`src/rtl/lag_link_channel_mon.sv`:
```
// ---------------------------------------------------------------------------
// lag_link_pkg / lag_link_channel_mon
//
// Inter-router link for LAG mesh/torus networks. Carries NPL lanes of flit_t
// plus the forward chan_cntrl_t word through STAGES register banks (0 =
// combinational passthrough) and monitors the upstream side of the link:
// cumulative and windowed utilisation per lane and per-lane flit-id
// sequence checking with first-error capture.
//
// Ports
//   clk_i         sole clock
//   rst_n_i       asynchronous active-low reset
//   data_in_i     flits from the upstream router output port
//   ctrl_in_i     credit/control word from the upstream router
//   data_out_o    data_in_i delayed STAGES cycles
//   ctrl_out_o    ctrl_in_i delayed STAGES cycles
//   clr_stats_i   synchronous clear of statistics and error capture
//   util_cnt_o    cumulative valid flits per lane, saturating
//   win_util_o    valid flits per lane in the last complete window
//   win_done_o    one-cycle pulse when win_util_o updates
//   seq_err_o     sticky per-lane sequence error
//   err_valid_o   first-error capture holds data
//   err_lane_o    lane of the first error
//   err_got_o     received id of the first error
//   err_exp_o     expected id of the first error
// ---------------------------------------------------------------------------
package lag_link_pkg;

  typedef struct packed {
    logic valid;
    logic head;
    logic tail;
  } flit_ctrl_t;

  typedef struct packed {
    logic [15:0] flit_id;
  } flit_dbg_t;

  typedef struct packed {
    flit_ctrl_t  control;
    flit_dbg_t   debug;
    logic [31:0] data;
  } flit_t;

  typedef struct packed {
    logic [3:0] credits;
  } chan_cntrl_t;

endpackage

module lag_link_channel_mon
  import lag_link_pkg::*;
#(
  parameter int NPL      = 4,
  parameter int STAGES   = 1,
  parameter int CNT_W    = 32,
  parameter int WIN_LOG2 = 10,
  parameter int ID_W     = 16,
  localparam int LANE_W  = (NPL > 1) ? $clog2(NPL) : 1
) (
  input  logic                            clk_i,
  input  logic                            rst_n_i,
  input  flit_t       [NPL-1:0]           data_in_i,
  input  chan_cntrl_t                     ctrl_in_i,
  output flit_t       [NPL-1:0]           data_out_o,
  output chan_cntrl_t                     ctrl_out_o,
  input  logic                            clr_stats_i,
  output logic        [NPL-1:0][CNT_W-1:0] util_cnt_o,
  output logic        [NPL-1:0][WIN_LOG2:0] win_util_o,
  output logic                            win_done_o,
  output logic        [NPL-1:0]           seq_err_o,
  output logic                            err_valid_o,
  output logic        [LANE_W-1:0]        err_lane_o,
  output logic        [ID_W-1:0]          err_got_o,
  output logic        [ID_W-1:0]          err_exp_o
);

  localparam int AW = WIN_LOG2 + 1;

  // ---------------- pipeline ----------------
  if (STAGES == 0) begin : g_pass
    assign data_out_o = data_in_i;
    assign ctrl_out_o = ctrl_in_i;
  end else begin : g_pipe
    flit_t [NPL-1:0] dpipe_q [STAGES];
    chan_cntrl_t     cpipe_q [STAGES];

    always_ff @(posedge clk_i or negedge rst_n_i) begin
      if (!rst_n_i) begin
        for (int s = 0; s < STAGES; s++) begin
          dpipe_q[s] <= '0;
          cpipe_q[s] <= '0;
        end
      end else begin
        dpipe_q[0] <= data_in_i;
        cpipe_q[0] <= ctrl_in_i;
        for (int s = 1; s < STAGES; s++) begin
          dpipe_q[s] <= dpipe_q[s-1];
          cpipe_q[s] <= cpipe_q[s-1];
        end
      end
    end

    assign data_out_o = dpipe_q[STAGES-1];
    assign ctrl_out_o = cpipe_q[STAGES-1];
  end

  // ---------------- monitors ----------------
  logic [WIN_LOG2-1:0]           wcyc_q, wcyc_d;
  logic [NPL-1:0][CNT_W-1:0]     util_q, util_d;
  logic [NPL-1:0][AW-1:0]        acc_q, acc_d;
  logic [NPL-1:0][AW-1:0]        win_q, win_d;
  logic [NPL-1:0][ID_W-1:0]      exp_q, exp_d;
  logic [NPL-1:0]                seq_q, seq_d;
  logic [NPL-1:0]                mism;
  logic                          win_done_q, win_done_d;
  logic                          errv_q, errv_d;
  logic [LANE_W-1:0]             elane_q, elane_d;
  logic [ID_W-1:0]               egot_q, egot_d;
  logic [ID_W-1:0]               eexp_q, eexp_d;
  logic                          win_end;

  assign win_end = &wcyc_q;

  always_comb begin
    wcyc_d     = wcyc_q + WIN_LOG2'(1);
    win_done_d = win_end;
    util_d     = util_q;
    acc_d      = acc_q;
    win_d      = win_q;
    exp_d      = exp_q;
    seq_d      = seq_q;
    mism       = '0;
    errv_d     = errv_q;
    elane_d    = elane_q;
    egot_d     = egot_q;
    eexp_d     = eexp_q;

    for (int c = 0; c < NPL; c++) begin
      if (data_in_i[c].control.valid) begin
        if (util_q[c] != '1) util_d[c] = util_q[c] + CNT_W'(1);
        mism[c] = (data_in_i[c].debug.flit_id[ID_W-1:0] != exp_q[c]);
        // Resync on the received id so one bad flit flags only once.
        exp_d[c] = data_in_i[c].control.tail ? ID_W'(1)
                                             : data_in_i[c].debug.flit_id[ID_W-1:0] + ID_W'(1);
      end
      if (win_end) begin
        win_d[c] = acc_q[c] + AW'(data_in_i[c].control.valid);
        acc_d[c] = '0;
      end else begin
        acc_d[c] = acc_q[c] + AW'(data_in_i[c].control.valid);
      end
      seq_d[c] = seq_q[c] | mism[c];
    end

    // Walk downward so the lowest erroring lane is the one left captured.
    if (!errv_q) begin
      for (int c = NPL-1; c >= 0; c--) begin
        if (mism[c]) begin
          errv_d  = 1'b1;
          elane_d = LANE_W'(c);
          egot_d  = data_in_i[c].debug.flit_id[ID_W-1:0];
          eexp_d  = exp_q[c];
        end
      end
    end

    // Clear wins over same-cycle updates; expected ids keep tracking traffic.
    if (clr_stats_i) begin
      wcyc_d     = '0;
      win_done_d = 1'b0;
      util_d     = '0;
      acc_d      = '0;
      win_d      = '0;
      seq_d      = '0;
      errv_d     = 1'b0;
      elane_d    = '0;
      egot_d     = '0;
      eexp_d     = '0;
    end
  end

  always_ff @(posedge clk_i or negedge rst_n_i) begin
    if (!rst_n_i) begin
      wcyc_q     <= '0;
      win_done_q <= 1'b0;
      util_q     <= '0;
      acc_q      <= '0;
      win_q      <= '0;
      seq_q      <= '0;
      errv_q     <= 1'b0;
      elane_q    <= '0;
      egot_q     <= '0;
      eexp_q     <= '0;
      for (int c = 0; c < NPL; c++) exp_q[c] <= ID_W'(1);
    end else begin
      wcyc_q     <= wcyc_d;
      win_done_q <= win_done_d;
      util_q     <= util_d;
      acc_q      <= acc_d;
      win_q      <= win_d;
      seq_q      <= seq_d;
      errv_q     <= errv_d;
      elane_q    <= elane_d;
      egot_q     <= egot_d;
      eexp_q     <= eexp_d;
      exp_q      <= exp_d;
    end
  end

  assign util_cnt_o  = util_q;
  assign win_util_o  = win_q;
  assign win_done_o  = win_done_q;
  assign seq_err_o   = seq_q;
  assign err_valid_o = errv_q;
  assign err_lane_o  = elane_q;
  assign err_got_o   = egot_q;
  assign err_exp_o   = eexp_q;

endmodule
```
`config.mk`:
```
export PLATFORM = sky130hd
export DESIGN_NAME = lag_link_channel_mon
export DESIGN_NICKNAME = d
export VERILOG_FILES = /design/src/rtl/lag_link_channel_mon.sv
export SDC_FILE = /design/constraint.sdc
export NUM_CORES = 1
export LEC_CHECK = 0
export ABC_AREA = 1
export BUFFER_PORTS_ARGS = -buffer_cell sky130_fd_sc_hd__buf_2
export CORE_ASPECT_RATIO = 0.9
export CORE_MARGIN = 4
export CORE_UTILIZATION = 30
export DETAILED_ROUTE_END_ITERATION = 10
export PLACE_DENSITY = 0.55
export SLEW_MARGIN = 25
export SYNTH_ARGS = -nofsm -noshare
export SYNTH_HDL_FRONTEND = slang
export SYNTH_SLANG_ARGS = --single-unit
```
`constraint.sdc`:
```
create_clock -name clk_i -period 2 [get_ports clk_i]
set_clock_uncertainty 0.2 [all_clocks]
set_input_delay 0.4 -clock clk_i [delete_from_list [all_inputs] [get_ports clk_i]]
set_output_delay 0.4 -clock clk_i [all_outputs]
set_load 0.03 [all_outputs]
```
==> run_results.csv <==
group,metric,value,unit
cts,cts_tree,"done",
sta,unrepaired_setup_endpoints_after_global_routing,"yes",
layout,drive_above_1_share,42.16,%
cts,number_of_clock_sinks_seen_by_cts,538,
layout,finalCoreUtilization,51.26,%
cts,clock-root-buffer,"sky130_fd_sc_hd__clkbuf_16",
die,core_region_area,79700,um^2
logic_synthesis,synthDistinctLibCells,45,
outcome,violations_in_the_final_reports,"negative setup slack",
min_path,min-delay-start,"data_in_i[137]",
routing,detail_route.iter0.violations,1912,
die,die_h,277.3,um
setup_path,critPathMaxFanout,5,
logic_synthesis,yosys_warnings,0,
die,die_area,85160,um^2
die,initial_core_util,30.32,%
sta,hold_violations,0,
sta,slew-limit-headroom,46.24,%
place,gpl.final_weighted_congestion,0.9418,
die,ioPinCount,631,
place,io_buffers,630,
cts,max-clock-path-buffers,3,
min_path,hold_path_class,"input pin to flip-flop",
logic_synthesis,mappedNetlistArea,24170,um^2
routing,wl,103700,um
routing,postRouteAntennaNets,0,
setup_path,worst_setup_sp,"util_cnt_o[96]$_DFFE_PN0P_",
sta,layout_min_cycle_time,2.309,ns
grt,largest_net_degree_at_the_start_of_global_routing,75,
power_and_ir_drop,irDropWorstVdd,0.6826,mV
logic_synthesis,synth.area.top_cells,"sky130_fd_sc_hd__dfrtp_1 (55%), sky130_fd_sc_hd__nand2_1 (11%), sky130_fd_sc_hd__inv_1 (4.5%)",
sta,finalMaxSlewViolations,0,
outcome,status,"finished, violations left",
power_and_ir_drop,power-per-cell-area,676.8,nW/um^2
cts,tritoncts.num_buffers,61,
routing,routed-via-count,25720,
layout,area_growth,69.07,%
logic_synthesis,ys_async_sr_fraction,100.0,%
setup_path,criticalPathCategory,"flip-flop to flip-flop",
sta,max_slew.worst_pin.slew,0.8038,ns
routing,detailedRoute.firstPassIterationCount,8,
logic_synthesis,synth.ff_latch_count,538,
setup_path,worst_setup_path_start_kind,"flip-flop",
sta,part_of_the_cycle_the_worst_path_needs,115.4,%
die,floorplan.rows,98,
sta,fin_ws,-0.3089,ns
grt,grt_first_pass_wirelength,152300,um
logic_synthesis,postSynthNetCount,3050,
logic_synthesis,synth_sequential_area_ratio,55.73,%
grt,groute.usage.overall,22.83,%
logic_synthesis,synth_largest_type_area_fraction,55.30,%
place,place.detailed.hpwl,75830,um
logic_synthesis,synth_cells,2822,
die,die_x,307.2,um
setup_path,cp.required,2.33,ns
sta,maxClockFrequency,0.4331,GHz
run,drv.max_cap_violation_count,0,
setup_path,worst-endpoint-arrival,2.64,ns
logic_synthesis,average_size_of_a_mapped_cell,8.563,um^2
setup_path,reg2reg_from,"util_cnt_o[96]$_DFFE_PN0P_",
cts,clock_insertion_delay_worst_skew,0.63,ns
cts,clk_pin_slew,0.06,ns
grt,overflow,0,
layout,nets,4533,
logic_synthesis,synth-edff-count,0,
power_and_ir_drop,leakagePower,20.08,nW
routing,via_per_inst,4.751,
logic_synthesis,dominantRegCellSynth,"sky130_fd_sc_hd__dfrtp_1",
sta,timing.final.setup_violations,138,
grt,antenna_violations_before_repair,11,
logic_synthesis,synth_common_cells,"sky130_fd_sc_hd__nand2_1 (736), sky130_fd_sc_hd__dfrtp_1 (534), sky130_fd_sc_hd__inv_1 (288), sky130_fd_sc_hd__nor2_1 (265), sky130_fd_sc_hd__o21ai_0 (163)",
logic_synthesis,synth_top_cell_by_area,"sky130_fd_sc_hd__dfrtp_1",
setup_path,critical_path.max_stage_delay,0.38,ns
routing,drc_errors,0,
routing,avgRoutedWirePerCell,19.16,um
logic_synthesis,synth_most_common_cell,"sky130_fd_sc_hd__nand2_1",
cts,cts_max_level,2,
setup_path,crit_path_cells,"ha_4 -> nand3_4 -> nor2_4 -> nand2_4 -> nor3_4 -> nand4_4 -> o21ai_4 -> inv_4 -> nor2_4 -> clkbuf_16 -> nand2_4 -> o31ai_2",
setup_path,critical-path-slowest-cell,"sky130_fd_sc_hd__dfrtp_2",
place,detailedPlace.worstSlack,-0.4637,ns
grt,first_global_vias,25030,
setup_path,worstSetupEndpointType,"flip-flop",
-- worst max-delay path, delay by kind of cell (launching register included) --
family	cells	cell delay, ns
AO/OA/AOI/OAI	2	0.29
flip-flops	1	0.38
buffers and inverters	2	0.31
AND/OR/NAND/NOR	7	0.87
adder cells (fa/ha/maj)	1	0.15
-- path summary, 6_finish.rpt --
| path | slack [ns] | to | cells after the start |
|---|---|---|---|
| max reg2reg | -0.31 | util_cnt_o[123]$_DFFE_PN0P_ | 12 |
| max | -0.31 | util_cnt_o[123]$_DFFE_PN0P_ | 12 |
| min | 0.05 | data_out_o[137]$_DFF_PN0_ | 3 |
| max in group asynchronous | 0.14 | exp_q[55]$_DFFE_PN0P_ | 3 |
| min reg2reg | 0.28 | win_util_o[21]$_DFFE_PN0P_ | 2 |
| min in group asynchronous | 0.21 | exp_q[30]$_DFFE_PN0P_ | 3 |
-- routing by layer --
layer / share of wire, % / wire length (um) / global-route usage [%]
met2: 46 / 47950 / 36.25
met3: 7.0 / 7249 / 4.756
met1: 45 / 46550 / 32.15
met4: 1.9 / 1962 / 5.203
met5: 0.025 / 26 / 0
-- state kept, by name, summed over array words and instances (netlist names) --
| name | count |
|---|---|
| util_cnt_o | 128 |
| err_lane_o | 2 |
| win_util_o | 44 |
| seq_err_o | 4 |
| win_done_o | 1 |
| acc_q | 44 |
| ctrl_out_o | 4 |
| wcyc_q | 10 |
| err_valid_o | 1 |
| err_exp_o | 16 |
| exp_q | 64 |
| data_out_o | 204 |
| err_got_o | 16 |
-- where the power goes --
group / internal (mW) / switching [mW]
sequential: 11.3 / 0.269
combinational: 1.79 / 2.65
clock: 6.67 / 4.95
-- cells by family (layout without fill, tap and decap cells) --
| logic type | after synthesis | after routing | share of synthesized area (%) |
|---|---|---|---|
| simple gates | 1362 | 1363 | 23.99 |
| flops | 538 | 538 | 55.73 |
| compound gates | 425 | 425 | 10.10 |
| buf+inv | 403 | 1937 | 6.508 |
| xor+xnor | 77 | 77 | 2.791 |
| fa+ha+maj | 17 | 17 | 0.8802 |
| other cells | 0 | 6 | 0 |
-- layout by cell type, fill, tap and decap left out, types with 30 or more instances in the layout --
cell type,netlist,final
sky130_fd_sc_hd__nand2_1,736,626
sky130_fd_sc_hd__buf_4,9,590
sky130_fd_sc_hd__buf_2,21,562
sky130_fd_sc_hd__dfrtp_1,534,501
sky130_fd_sc_hd__inv_1,288,279
sky130_fd_sc_hd__nor2_1,265,218
sky130_fd_sc_hd__dlygate4sd3_1,0,209
sky130_fd_sc_hd__nand3_1,159,127
sky130_fd_sc_hd__o21ai_0,163,106
sky130_fd_sc_hd__clkbuf_16,0,77
sky130_fd_sc_hd__buf_6,0,74
sky130_fd_sc_hd__nand4_1,72,72
sky130_fd_sc_hd__o21ai_1,67,67
sky130_fd_sc_hd__nand2_2,5,62
sky130_fd_sc_hd__a21oi_1,73,59
sky130_fd_sc_hd__nor3_1,76,55
sky130_fd_sc_hd__o21ai_2,0,55
sky130_fd_sc_hd__nand2_4,0,52
sky130_fd_sc_hd__xor2_1,49,49
sky130_fd_sc_hd__dfrtp_2,0,33
sky130_fd_sc_hd__inv_2,26,30
sky130_fd_sc_hd__buf_12,0,30
-- layout make-up --
type                       count  area [um^2]
antenna                        6        15.01
clock inverter                31        322.8
sequential                   538        13510
fill                        7422        38840
timing repair buffer        1504        11510
clock buffer                  84         1753
multi-input combinational   1882        11180
timing repair inverter         3        31.28
tap                         1050         1314
inverter                     315         1224
-- timing repair --
action                                 CTS  global route
setup endpoints to repair              230           332
endpoints found under the hold margin  785             5
resized for setup                      213           449
hold buffers                           215             5
gates cloned                             5            27
buffers inserted                        26            45
pin swaps                               22            92
-- per-stage QoR --
stage / std cells / total power [mW] / hold WS (ns) / area [um^2] / TNS (ns)
6_report: 5413 / 27.65 / 0.05340 / 40860 / -20.57
5_1_grt: 5412 / 28.78 / 0.03651 / 40860 / -41.82
4_1_cts: 5339 / 27.56 / 0.004798 / 38240 / -14.13
3_5_place_dp: 4979 / 15.34 / 0.08887 / 33030 / -43.58
3_3_place_gp: 4979 / 15.33 / 0.08486 / 33030 / -39.15
2_1_floorplan: 2822 / 13.29 / -0.09559 / 24440 / -11.22
No activity file was read; power rests on OpenSTA's default activity.
